**src/rtl/ppu_raster_timing.sv**
```systemverilog
// Raster timing and PPUSTATUS flag generator for the PPU.
// Walks dot/line counters over NTSC, PAL or Dendy frame geometry, applies the
// NTSC odd-frame dot skip, and maintains vblank / sprite-0 / overflow flags
// together with the NMI level and edge pulse.
// Ports:
//   clk, rst_n                 PPU clock, asynchronous active-low reset
//   mode                       requested geometry, loaded at frame wrap
//   rendering_en, nmi_en       render enable, PPUCTRL NMI enable
//   status_rd                  PPUSTATUS read strobe
//   set_spr0_hit, set_spr_ovf  sprite flag set events
//   dot, line                  current raster position
//   status_data                {vblank, spr0_hit, spr_ovf} captured on read
//   vblank, nmi, nmi_pulse     vblank flag, NMI level, NMI rising-edge pulse
//   odd_frame, mode_q          frame parity, active geometry
//   frame_start, frame_end, visible, prerender  position decodes
module ppu_raster_timing #(
  parameter int unsigned CNT_W          = 9,
  parameter int unsigned H_TOTAL        = 341,
  parameter int unsigned V_TOTAL_NTSC   = 262,
  parameter int unsigned V_TOTAL_PAL    = 312,
  parameter int unsigned VBL_LINE_NTSC  = 241,
  parameter int unsigned VBL_LINE_DENDY = 291,
  parameter int unsigned VIS_LINES      = 240
) (
  input  logic             clk,
  input  logic             rst_n,
  input  logic [1:0]       mode,
  input  logic             rendering_en,
  input  logic             nmi_en,
  input  logic             status_rd,
  input  logic             set_spr0_hit,
  input  logic             set_spr_ovf,
  output logic [CNT_W-1:0] dot,
  output logic [CNT_W-1:0] line,
  output logic [2:0]       status_data,
  output logic             vblank,
  output logic             nmi,
  output logic             nmi_pulse,
  output logic             odd_frame,
  output logic             frame_start,
  output logic             frame_end,
  output logic             visible,
  output logic             prerender,
  output logic [1:0]       mode_q
);

  localparam int unsigned VIS_DOT_MAX = 256;

  localparam logic [CNT_W-1:0] H_LAST    = CNT_W'(H_TOTAL - 1);
  localparam logic [CNT_W-1:0] H_SKIP    = CNT_W'(H_TOTAL - 2);
  localparam logic [CNT_W-1:0] VN_LAST   = CNT_W'(V_TOTAL_NTSC - 1);
  localparam logic [CNT_W-1:0] VP_LAST   = CNT_W'(V_TOTAL_PAL - 1);
  localparam logic [CNT_W-1:0] VBL_N     = CNT_W'(VBL_LINE_NTSC);
  localparam logic [CNT_W-1:0] VBL_D     = CNT_W'(VBL_LINE_DENDY);
  localparam logic [CNT_W-1:0] VIS_L     = CNT_W'(VIS_LINES);
  localparam logic [CNT_W-1:0] VIS_DOT_L = CNT_W'(VIS_DOT_MAX);
  localparam logic [CNT_W-1:0] ONE       = CNT_W'(1);

  localparam logic [1:0] MODE_NTSC  = 2'd0;
  localparam logic [1:0] MODE_DENDY = 2'd2;
  localparam logic [1:0] MODE_RSVD  = 2'd3;

  logic [CNT_W-1:0] dot_q, dot_d;
  logic [CNT_W-1:0] line_q, line_d;
  logic [1:0]       mode_r_q, mode_r_d;
  logic             odd_q, odd_d;
  logic             vblank_q, vblank_d;
  logic             spr0_q, spr0_d;
  logic             ovf_q, ovf_d;
  logic [2:0]       status_q, status_d;
  logic             nmi_q, nmi_d;
  logic             nmi_pulse_q, nmi_pulse_d;

  logic [CNT_W-1:0] v_last;
  logic [CNT_W-1:0] vbl_line;
  logic             at_pre;
  logic             line_end;
  logic             skip;
  logic             wrap;
  logic             vbl_set;
  logic             pre_clr;

  // Geometry selection and position events for the current cycle
  always_comb begin
    v_last   = (mode_r_q == MODE_NTSC) ? VN_LAST : VP_LAST;
    vbl_line = (mode_r_q == MODE_DENDY) ? VBL_D : VBL_N;
    // >= keeps the counters bounded even if the geometry ever shrinks mid-frame
    at_pre   = (line_q >= v_last);
    line_end = (dot_q >= H_LAST);
    skip     = (mode_r_q == MODE_NTSC) && odd_q && rendering_en &&
               at_pre && (dot_q == H_SKIP);
    wrap     = skip || (at_pre && line_end);
    vbl_set  = (line_q == vbl_line) && (dot_q == ONE);
    pre_clr  = at_pre && (dot_q == ONE);
  end

  // Next-state for counters, flags and NMI
  always_comb begin
    dot_d       = dot_q;
    line_d      = line_q;
    mode_r_d    = mode_r_q;
    odd_d       = odd_q;
    vblank_d    = vblank_q;
    spr0_d      = spr0_q;
    ovf_d       = ovf_q;
    status_d    = status_q;
    nmi_d       = 1'b0;
    nmi_pulse_d = 1'b0;

    if (wrap) begin
      dot_d    = '0;
      line_d   = '0;
      odd_d    = ~odd_q;
      mode_r_d = (mode == MODE_RSVD) ? MODE_NTSC : mode;
    end else if (line_end) begin
      dot_d  = '0;
      line_d = line_q + ONE;
    end else begin
      dot_d = dot_q + ONE;
    end

    // A read on the set cycle suppresses the set (read/set race)
    if (status_rd) begin
      vblank_d = 1'b0;
    end else if (vbl_set) begin
      vblank_d = 1'b1;
    end else if (pre_clr) begin
      vblank_d = 1'b0;
    end

    // Pre-render clear takes priority over a coincident set
    if (pre_clr) begin
      spr0_d = 1'b0;
      ovf_d  = 1'b0;
    end else begin
      if (set_spr0_hit) spr0_d = 1'b1;
      if (set_spr_ovf)  ovf_d  = 1'b1;
    end

    if (status_rd) begin
      status_d = {vblank_q, spr0_q, ovf_q};
    end

    // NMI tracks the flag as registered this cycle so it rises with vblank
    nmi_d       = vblank_d & nmi_en;
    nmi_pulse_d = nmi_d & ~nmi_q;
  end

  // State registers
  always_ff @(posedge clk or negedge rst_n) begin
    if (!rst_n) begin
      dot_q       <= '0;
      line_q      <= VN_LAST;
      mode_r_q    <= MODE_NTSC;
      odd_q       <= 1'b0;
      vblank_q    <= 1'b0;
      spr0_q      <= 1'b0;
      ovf_q       <= 1'b0;
      status_q    <= 3'b000;
      nmi_q       <= 1'b0;
      nmi_pulse_q <= 1'b0;
    end else begin
      dot_q       <= dot_d;
      line_q      <= line_d;
      mode_r_q    <= mode_r_d;
      odd_q       <= odd_d;
      vblank_q    <= vblank_d;
      spr0_q      <= spr0_d;
      ovf_q       <= ovf_d;
      status_q    <= status_d;
      nmi_q       <= nmi_d;
      nmi_pulse_q <= nmi_pulse_d;
    end
  end

  assign dot         = dot_q;
  assign line        = line_q;
  assign mode_q      = mode_r_q;
  assign odd_frame   = odd_q;
  assign vblank      = vblank_q;
  assign status_data = status_q;
  assign nmi         = nmi_q;
  assign nmi_pulse   = nmi_pulse_q;

  // Position decodes straight off the registered counters
  assign frame_start = (line_q == '0) && (dot_q == '0);
  assign frame_end   = (line_q == VIS_L) && (dot_q == '0);
  assign visible     = (line_q < VIS_L) && (dot_q != '0) && (dot_q <= VIS_DOT_L);
  assign prerender   = at_pre;

endmodule

```
**config.mk**
```make
export PLATFORM = sky130hd
export DESIGN_NAME = ppu_raster_timing
export DESIGN_NICKNAME = d
export VERILOG_FILES = /design/src/rtl/ppu_raster_timing.sv
export SDC_FILE = /design/constraint.sdc
export NUM_CORES = 1
export LEC_CHECK = 0
export ABC_AREA = 1
export BUFFER_PORTS_ARGS = -buffer_cell sky130_fd_sc_hd__buf_2
export CORE_UTILIZATION = 40
export DETAILED_ROUTE_END_ITERATION = 6
export PLACE_DENSITY = 0.7
export SLEW_MARGIN = 5
export SYNTH_ARGS = -nofsm -noshare
export SYNTH_HDL_FRONTEND = slang
export SYNTH_SLANG_ARGS = --single-unit
```
**constraint.sdc**
```tcl
create_clock -name clk -period 1.6 [get_ports clk]
set_clock_uncertainty 0.1 [all_clocks]
set_input_delay 0.4 -clock clk [delete_from_list [all_inputs] [get_ports clk]]
set_output_delay 0.4 -clock clk [all_outputs]
set_load 0.02 [all_outputs]
```
==> results.cfg, run 1 <==
[outcome]
run_status = finished with violations
violations = DRC, setup timing

[synthesis]
avgSynthCellArea_um2 = 7.58
synth.distinct_cells = 26
ys_ff_latch = 29
mappedNetlistArea_mm2 = 0.00167
syn_inst = 220
synth_warnings = 0
seq_area_frac_synth_pct = 43.8
synth_nets = 234

[clocking]
numCtsBuffers = 5
cts.path.max_buffers = 2
cts_sinks = 29
cts-root-buf = clkbuf_8
cts_tree = done
clock_latency_ns = 0.29
cts-htree-levels = 2
clkTransAtPathRegs_ns = 0.07

[sta]
worst_slew_pin_slew_ns = 0.374
rsz0062_at_grt = true
finalHoldViolCount = 0
layout_setup_ws_ns = -0.664
min_period_ns = 2.26
report.final.slew_viol_count = 0
timing.final.crit_share_pct = 142
fmax_mhz = 442
setup_violations = 29
hold_ws_ns = 0.224
relSlewSlack_pct = 74.9

[cells_and_area]
nFillCells = 267
layout.nets = 349
syn_to_final_growth_pct = 78.5
final_common_cell = buf_4
final_cell_area_mm2 = 0.00297
mostFrequentLayoutCells = buf_4, nand2_1, inv_1
final_layout_size_suffix_gt1_share_pct = 56.5
seq_area_um2 = 737
postLayoutCoreUtil_pct = 74.4
antenna_cells = 0
multiInputGateArea_mm2 = 0.00102

[floorplan]
die_w_um = 66.6
coreArea_mm2 = 0.00400
ioPinCount = 40
dieArea_mm2 = 0.00443
rows = 23
start_util_pct = 41.7
die_y_um = 66.6

[worst_setup_path]
regToRegSetupSlack_ns = -0.54
startpoint_type = flip-flop
crit_chain = inv_2 > nand4_1 > nor2_2 > and3_4 > nand4_1 > nor2_4 > buf_6
path_class = reg2out
critPathTopFamily = simple AND/OR/NAND/NOR gates
rr_startpoint = dot[6]
cp-end-kind = primary output
arrival_ns = 1.76
max_stage_delay_ns = 0.41
timing.critical_path.buf_inv = 2
r2r_cells = 14
crit_cells = 7
cp_slowest_cell = dfrtp_2
crit_start = dot[6]
endpoint = frame_end
worst_path_most_repeated_cell = nand4_1
worstPathMaxFanout = 2
r2r_end = nmi_pulse
crit_required_ns = 1.10

[detailed_routing]
post_drt_wl_per_cell_um = 15.0
drc = 2
dr.pass1.iters = 6
wirelength_um = 5800
dr_total_vias = 1939
postRouteAntennaNets = 0
drtIter0Drc = 147
viasPerCell = 5.02

[pwr]
power.density_mw_per_mm2 = 468
power_leakage_nw = 1.55
finalPower_w = 0.00139
max-vdd-ir-drop_v = 0.000431

[global_routing]
grt_max_degree = 18
antenna_found_initial = 0
grt-ovfl-total = 0
grt_usage_pct = 26.6
grt_pass1_wl_um = 8660
grt_pass1_vias = 1858

[placed_design]
globalplace.congestion = 0.925
numPortBuffers = 39
dp_hpwl_um = 3470
placed_area_mm2 = 0.00238

[run]
max_cap_viol_count = 0

[min_path]
hold_path.class = in2reg
whs_path_depth = 2
[registers in the layout (all words and copies together), names as in the netlist]
| name | count |
|---|---|
| dot | 9 |
| line | 9 |
| status_data | 3 |
| mode_q | 2 |
| nmi | 1 |
| nmi_pulse | 1 |
| odd_frame | 1 |
| ovf_q | 1 |
| spr0_q | 1 |
| vblank | 1 |
[worst min path at each step]
stage          startpoint  endpoint  slack [ns]
2_1_floorplan       rst_n    dot[0]       0.004
3_3_place_gp        rst_n    dot[6]        0.22
3_5_place_dp        rst_n    dot[2]        0.22
4_1_cts         status_rd    vblank        0.23
5_1_grt         status_rd    vblank        0.23
6_report        status_rd    vblank        0.22
[report_power, final]
group / switching (W) / internal (W) / total (W)
logic: 0.0000323 / 0.0000182 / 0.0000505
clock network: 0.000302 / 0.000301 / 0.000603
registers: 0.00000175 / 0.000737 / 0.000739
total: 0.000336 / 0.00106 / 0.00139
[metal layers]
| layer | vias up | global-route usage, % | part of all wire, % |
|---|---|---|---|
| met4 | 0 | 8.51 | 1.8 |
| li1 | 928 | - | - |
| met2 | 73 | 44.4 | 49 |
| met5 | - | 0 | 0 |
| met1 | 926 | 34.3 | 44 |
| met3 | 12 | 5.14 | 5.7 |
[repair_timing]
| action | CTS | global route |
|---|---|---|
| hold buffers | 1 | 0 |
| gates resized for setup | 58 | 48 |
| cloned | 1 | 0 |
| buffers inserted | 26 | 5 |
| hold endpoints to repair | 12 | 0 |
| endpoints found under the setup margin | 27 | 33 |
| pin swaps | 20 | 15 |
[metrics by stage]
stage / setup TNS [ns] / std cells / worst slack, ns
2_1_floorplan: -3.41 / 220 / -0.335
3_3_place_gp: -3.06 / 360 / -0.343
3_5_place_dp: -3.18 / 360 / -0.351
4_1_cts: -7.41 / 384 / -0.661
5_1_grt: -11.08 / 386 / -0.742
6_report: -9.12 / 386 / -0.664
[cell type report]
| class | instances | share of cell area (%) |
|---|---|---|
| Sequential cell | 29 | 24.8 |
| Timing Repair Buffer | 110 | 29.2 |
| Multi-Input combinational cell | 141 | 34.4 |
| Clock inverter | 2 | 0.337 |
| Inverter | 48 | 6.73 |
| Tap cell | 50 | 2.10 |
| Clock buffer | 6 | 2.44 |
[synthesized netlist by cell type, drive strengths merged]
cell type  number  share of area, %
a21oi           3               1.6
a31o            1              0.53
a31oi           1              0.38
and3            1              0.38
buf             2               1.4
dfrtp          26                39
dfstp           3               4.7
ha              5               3.8
inv            48                11
nand2          48                11
nand3          25               8.1
nand4           7               3.0
nor2           23               5.3
nor3            7               2.1
nor4            3               1.1
o21ai          13               3.9
o31ai           1              0.45
xnor2           1              0.98
xor2            2               1.1
[logic make-up (layout without fill, tap and decap cells)]
kind of cell	Yosys count	after routing	share of synthesized area [%]
buffers and inverters	50	166	12.2
AO/OA/AOI/OAI	19	19	6.83
flip-flops	29	29	43.8
adder cells (fa/ha/maj)	5	5	3.75
XOR/XNOR	3	3	2.03
AND/OR/NAND/NOR	114	114	31.5
No activity file was read; power rests on OpenSTA's default activity.
==> run 2: changes to the inputs <==
--- a/config.mk
+++ b/config.mk
@@ -9,7 +9,7 @@
 export BUFFER_PORTS_ARGS = -buffer_cell sky130_fd_sc_hd__buf_2
 export CORE_UTILIZATION = 40
 export DETAILED_ROUTE_END_ITERATION = 6
-export PLACE_DENSITY = 0.7
+export PLACE_DENSITY = 0.63
 export SLEW_MARGIN = 5
 export SYNTH_ARGS = -nofsm -noshare
 export SYNTH_HDL_FRONTEND = slang
==> run 2 against run 1 <==
  * The run ends with setup timing left
  * Sequential share of layout area fell by 0.50 points
  * Fmax down 3.2%
  * Die area unchanged
  * Global-route usage shrank 1.7 points
  * Combinational power grew 3%
  * First-iteration DRC count is 37% lower
  * Cell count down 0.78%
  * Sequential power hardly changed
  * Final area increased by 2.1%
  * Total power rose by 15%
  * Sequential cell count stayed put
==> results.cfg, run 2 (synthesis results as in run 1) <==
[clocking]
cts-root-buf = clkbuf_8
cts.path.max_buffers = 2
clock_latency_ns = 0.30
cts-htree-levels = 2
numCtsBuffers = 5
cts_sinks = 29
clkTransAtPathRegs_ns = 0.07
cts_tree = done

[sta]
layout_setup_ws_ns = -0.738
report.final.slew_viol_count = 0
fmax_mhz = 428
relSlewSlack_pct = 83.3
min_period_ns = 2.34
rsz0062_at_grt = true
worst_slew_pin_slew_ns = 0.250
timing.final.crit_share_pct = 146
finalHoldViolCount = 0
setup_tns_ns = -8.34
setup_violations = 29
hold_ws_ns = 0.211

[detailed_routing]
wirelength_um = 5650
dr_total_vias = 1859
drtIter0Drc = 92
postRouteAntennaNets = 0
dr.pass1.iters = 4
post_drt_wl_per_cell_um = 14.8
drc = 0
viasPerCell = 4.85

[pwr]
power_leakage_nw = 1.56
finalPower_w = 0.00160
power.density_mw_per_mm2 = 528
max-vdd-ir-drop_v = 0.000668

[worst_setup_path]
crit_required_ns = 1.10
timing.critical_path.buf_inv = 2
max_stage_delay_ns = 0.40
cp-end-kind = primary output
crit_cells = 7
startpoint_type = flip-flop
regToRegSetupSlack_ns = -0.41
crit_chain = inv_2 > nand4_1 > nor2_1 > and3_4 > nand4_1 > nor2_4 > buf_6
worstPathMaxFanout = 2
worst_path_most_repeated_cell = nand4_1
r2r_cells = 15
r2r_end = nmi
path_class = reg2out
critPathTopFamily = simple AND/OR/NAND/NOR gates
arrival_ns = 1.84
cp_slowest_cell = dfrtp_2
rr_startpoint = line[0]

[min_path]
hold_path.class = in2reg
worstHoldStart = set_spr_ovf
whs_path_depth = 3
worstHoldEndpoint = ovf_q

[placed_design]
dp_hpwl_um = 3450
numPortBuffers = 39
globalplace.congestion = 0.927

[run]
max_cap_viol_count = 0

[outcome]
run_status = finished with violations
violations = setup timing

[floorplan]
die_w_um = 66.6
start_util_pct = 41.7
dieArea_mm2 = 0.00443
rows = 23
ioPinCount = 40
coreArea_mm2 = 0.00400
die_y_um = 66.6

[cells_and_area]
final_common_cell = buf_4
layout.nets = 346
mostFrequentLayoutCells = buf_4, nand2_1, inv_1
syn_to_final_growth_pct = 82.1
postLayoutCoreUtil_pct = 75.9
antenna_cells = 0
final_layout_size_suffix_gt1_share_pct = 58.3

[global_routing]
grt_pass1_vias = 1799
grt_max_degree = 29
antenna_found_initial = 0
grt_usage_pct = 24.9
grt-ovfl-total = 0
grt_pass1_wl_um = 8120
run 2: worst max path at each step:
stage	to	startpoint
detailed placement	frame_end	dot[6]
floorplan	visible	dot[0]
finish	frame_end	dot[6]
CTS	frame_start	dot[7]
global placement	frame_end	dot[6]
global route	frame_end	dot[6]
run 2: layout make-up:
| cell class | count | area, um2 |
|---|---|---|
| clock buffers | 7 | 86.3 |
| clock inverters | 1 | 30.0 |
| fillers | 266 | 965 |
| inverters | 48 | 203 |
| multi-input cells | 141 | 1090 |
| flip-flops and latches | 29 | 737 |
| well taps | 50 | 62.6 |
| repair buffers | 107 | 830 |
run 2: stage by stage:
| step | cell area (um2) | worst slack (ns) | instances |
|---|---|---|---|
| after floorplan | 1730 | -0.335 | 220 |
| after global placement | 2370 | -0.322 | 359 |
| after detailed placement | 2370 | -0.353 | 359 |
| after CTS | 2800 | -0.647 | 378 |
| after global routing | 3040 | -0.834 | 383 |
| final | 3040 | -0.738 | 383 |
run 2: routing by layer:
metal	share of wire, %	GRT usage, %	vias to the layer above
met5	0	0	-
met1	42	32.7	880
met2	52	39.4	48
li1	-	-	923
met3	4.0	4.62	8
met4	1.7	11.2	0
run 2: worst min-delay path, cell delays in order:
cell	delay (ns)
buf_2	0.09
o21ai_2	0.05
inv_1	0.04
run 2: repair_timing:
item | 4_1_cts | 5_1_grt
hold buffers | 1 | 0
setup buffers | 12 | 8
endpoints found under the hold margin | 26 | 0
resized for setup | 60 | 53
endpoints found under the setup margin | 27 | 33
pin swaps | 16 | 20
run 2: power breakdown:
part / switching (W) / internal [W] / leakage, nW / total, W
combinational: 0.0000334 / 0.0000185 / 1.16 / 0.0000519
clock: 0.000306 / 0.000507 / 0.0585 / 0.000813
sequential: 0.00000160 / 0.000737 / 0.345 / 0.000739
total: 0.000341 / 0.00126 / 1.56 / 0.00160
==> run 3: changes to the inputs <==
--- a/config.mk
+++ b/config.mk
@@ -7,9 +7,10 @@
 export LEC_CHECK = 0
 export ABC_AREA = 1
 export BUFFER_PORTS_ARGS = -buffer_cell sky130_fd_sc_hd__buf_2
-export CORE_UTILIZATION = 40
+export CORE_UTILIZATION = 48
 export DETAILED_ROUTE_END_ITERATION = 6
-export PLACE_DENSITY = 0.63
+export PLACE_DENSITY = 0.74
+export RECOVER_POWER = 50
 export SLEW_MARGIN = 5
 export SYNTH_ARGS = -nofsm -noshare
 export SYNTH_HDL_FRONTEND = slang
==> run 3 against run 2 <==
  * The run still ends with setup timing left
  * Sequential cell count unchanged
  * Final area fell by 1.4%
  * Cell count down 1.0%
  * First-iteration DRC count rose by 140%
  * Worst hold slack got worse by 0.039 ns
  * Sequential power barely moved
  * Critical path type unchanged
  * Count of clock-buffer cells in the layout unchanged
  * Critical path depth unchanged
  * Largest power group is now registers
  * Core utilization rose by 14 points
  * Fmax fell by 4.6%
==> results.cfg, run 3 (synthesis results as in run 1) <==
[outcome]
run_status = finished with violations
violations = setup timing

[global_routing]
grt_pass1_vias = 1873
grt_max_degree = 30
antenna_found_initial = 0
grt_usage_pct = 32.1
grt-ovfl-total = 0
grt_pass1_wl_um = 8430

[pwr]
pwr-share-clk_pct = 45.4
p_seq_share_pct = 51.4
power.density_mw_per_mm2 = 480
power_switching_w = 0.000312
swShare_pct = 21.8
internal-power_w = 0.00112
power_leakage_nw = 1.57
finalPower_w = 0.00144
max-vdd-ir-drop_v = 0.000595
pwr-share-comb_pct = 3.2

[detailed_routing]
dr.pass1.iters = 5
viasPerCell = 5.64
drc = 0
wirelength_um = 7350
post_drt_wl_per_cell_um = 19.4
dr_total_vias = 2136
drtIter0Drc = 223
postRouteAntennaNets = 0

[worst_setup_path]
path_class = reg2out
startpoint_type = flip-flop
crit_chain = inv_1 > nand4_1 > nor2_2 > and3_4 > nand4_1 > nor2_4 > buf_6
timing.critical_path.buf_inv = 2
max_stage_delay_ns = 0.42
crit_cells = 7
critPathTopFamily = simple AND/OR/NAND/NOR gates
worstPathMaxFanout = 2
cp-end-kind = primary output
arrival_ns = 1.95
cp_slowest_cell = dfrtp_2
worst_path_most_repeated_cell = nand4_1
crit_required_ns = 1.10
r2r_cells = 12

[clocking]
cts-root-buf = clkbuf_4
cts-htree-levels = 2
clock_latency_ns = 0.34
cts.path.max_buffers = 2
numCtsBuffers = 5
cts_tree = done
cts_sinks = 29
clkTransAtPathRegs_ns = 0.10

[sta]
finalHoldViolCount = 0
report.final.slew_viol_count = 0
timing.final.crit_share_pct = 153
rsz0062_at_grt = true
fmax_mhz = 408
layout_setup_ws_ns = -0.851
setup_violations = 34
setup_tns_ns = -9.56
worst_slew_pin_slew_ns = 0.732
min_period_ns = 2.45
relSlewSlack_pct = 51.2

[cells_and_area]
final_common_cell = buf_4
mostFrequentLayoutCells = buf_4, nand2_1, inv_1
nFillCells = 140
postLayoutCoreUtil_pct = 89.7
layout.nets = 346
syn_to_final_growth_pct = 79.5
antenna_cells = 0
final_layout_size_suffix_gt1_share_pct = 58.6

[min_path]
whs_path_depth = 3
hold_path.class = in2reg

[floorplan]
rows = 21
die_y_um = 60.9
ioPinCount = 40
start_util_pct = 49.9
dieArea_mm2 = 0.00371
coreArea_mm2 = 0.00334
die_w_um = 60.9

[placed_design]
numPortBuffers = 39
dp_hpwl_um = 3260
globalplace.congestion = 0.888

[run]
max_cap_viol_count = 0
-- run 3: changes by cell type in the layout (fill, tap and decap cells not counted), moves of 5 or more --
cell / previous run / this run
buf_2: 32 / 26
buf_6: 17 / 27
clkbuf_4: 0 / 5
clkbuf_8: 6 / 1
-- run 3: per-stage QoR --
step / std cells / setup WS, ns / hold WS [ns] / instance area [um2]
2_1_floorplan: 220 / -0.335 / 0.00441 / 1730
3_3_place_gp: 354 / -0.342 / 0.306 / 2350
3_5_place_dp: 354 / -0.362 / 0.321 / 2350
4_1_cts: 371 / -0.730 / 0.172 / 2680
5_1_grt: 379 / -0.910 / 0.167 / 2990
6_report: 379 / -0.851 / 0.172 / 2990
-- run 3: cell type report --
cell class	count	area [um2]	share of cell area, %
clock buffers	7	55.1	1.84
clock inverters	1	30.0	1.00
inverters	48	195	6.52
multi-input cells	141	1070	35.8
flip-flops and latches	29	737	24.6
well taps	46	57.6	1.92
repair buffers	107	847	28.3
-- run 3: layer usage --
metal	global-route usage (%)	up-vias	part of all wire (%)	routed length, um
met5	0	-	0	0
met4	16.2	0	5.6	410
met1	39.9	1015	38	2810
met2	50.2	157	47	3470
li1	-	923	-	-
met3	10.2	41	9.0	658
-- run 3: final timing paths --
| kind | start | slack [ns] | to |
|---|---|---|---|
| min in group asynchronous | rst_n | 0.62 | nmi |
| max in group asynchronous | rst_n | 0.26 | dot[3] |
| hold reg to reg | nmi | 0.35 | nmi_pulse |
| setup / recovery | dot[6] | -0.85 | frame_start |
| hold / removal | set_spr0_hit | 0.17 | spr0_q |
| setup reg to reg | line[0] | -0.37 | mode_q[0] |
-- run 3: timing repair --
action / in CTS / in global routing
cloned: 0 / 0
endpoints found under the setup margin: 29 / 39
resized for setup: 48 / 75
buffers inserted: 9 / 13
pin swaps: 12 / 19
hold buffers: 1 / 0
endpoints found under the hold margin: 26 / 0
-- run 3: power by group through the flow --
stage | clock network (W) | logic (W) | registers, W
after floorplan | 0 | 0.00000604 | 0.000757
after global placement | 0 | 0.0000427 | 0.000752
after detailed placement | 0 | 0.0000425 | 0.000752
after CTS | 0.000644 | 0.0000445 | 0.000738
after global routing | 0.000679 | 0.0000537 | 0.000739
final | 0.000651 | 0.0000464 | 0.000738
-- run 3: worst min-delay path, delay by kind of cell --
kind / cells / cell delay (ns)
buf+inv: 2 / 0.13
compound gates: 1 / 0.05
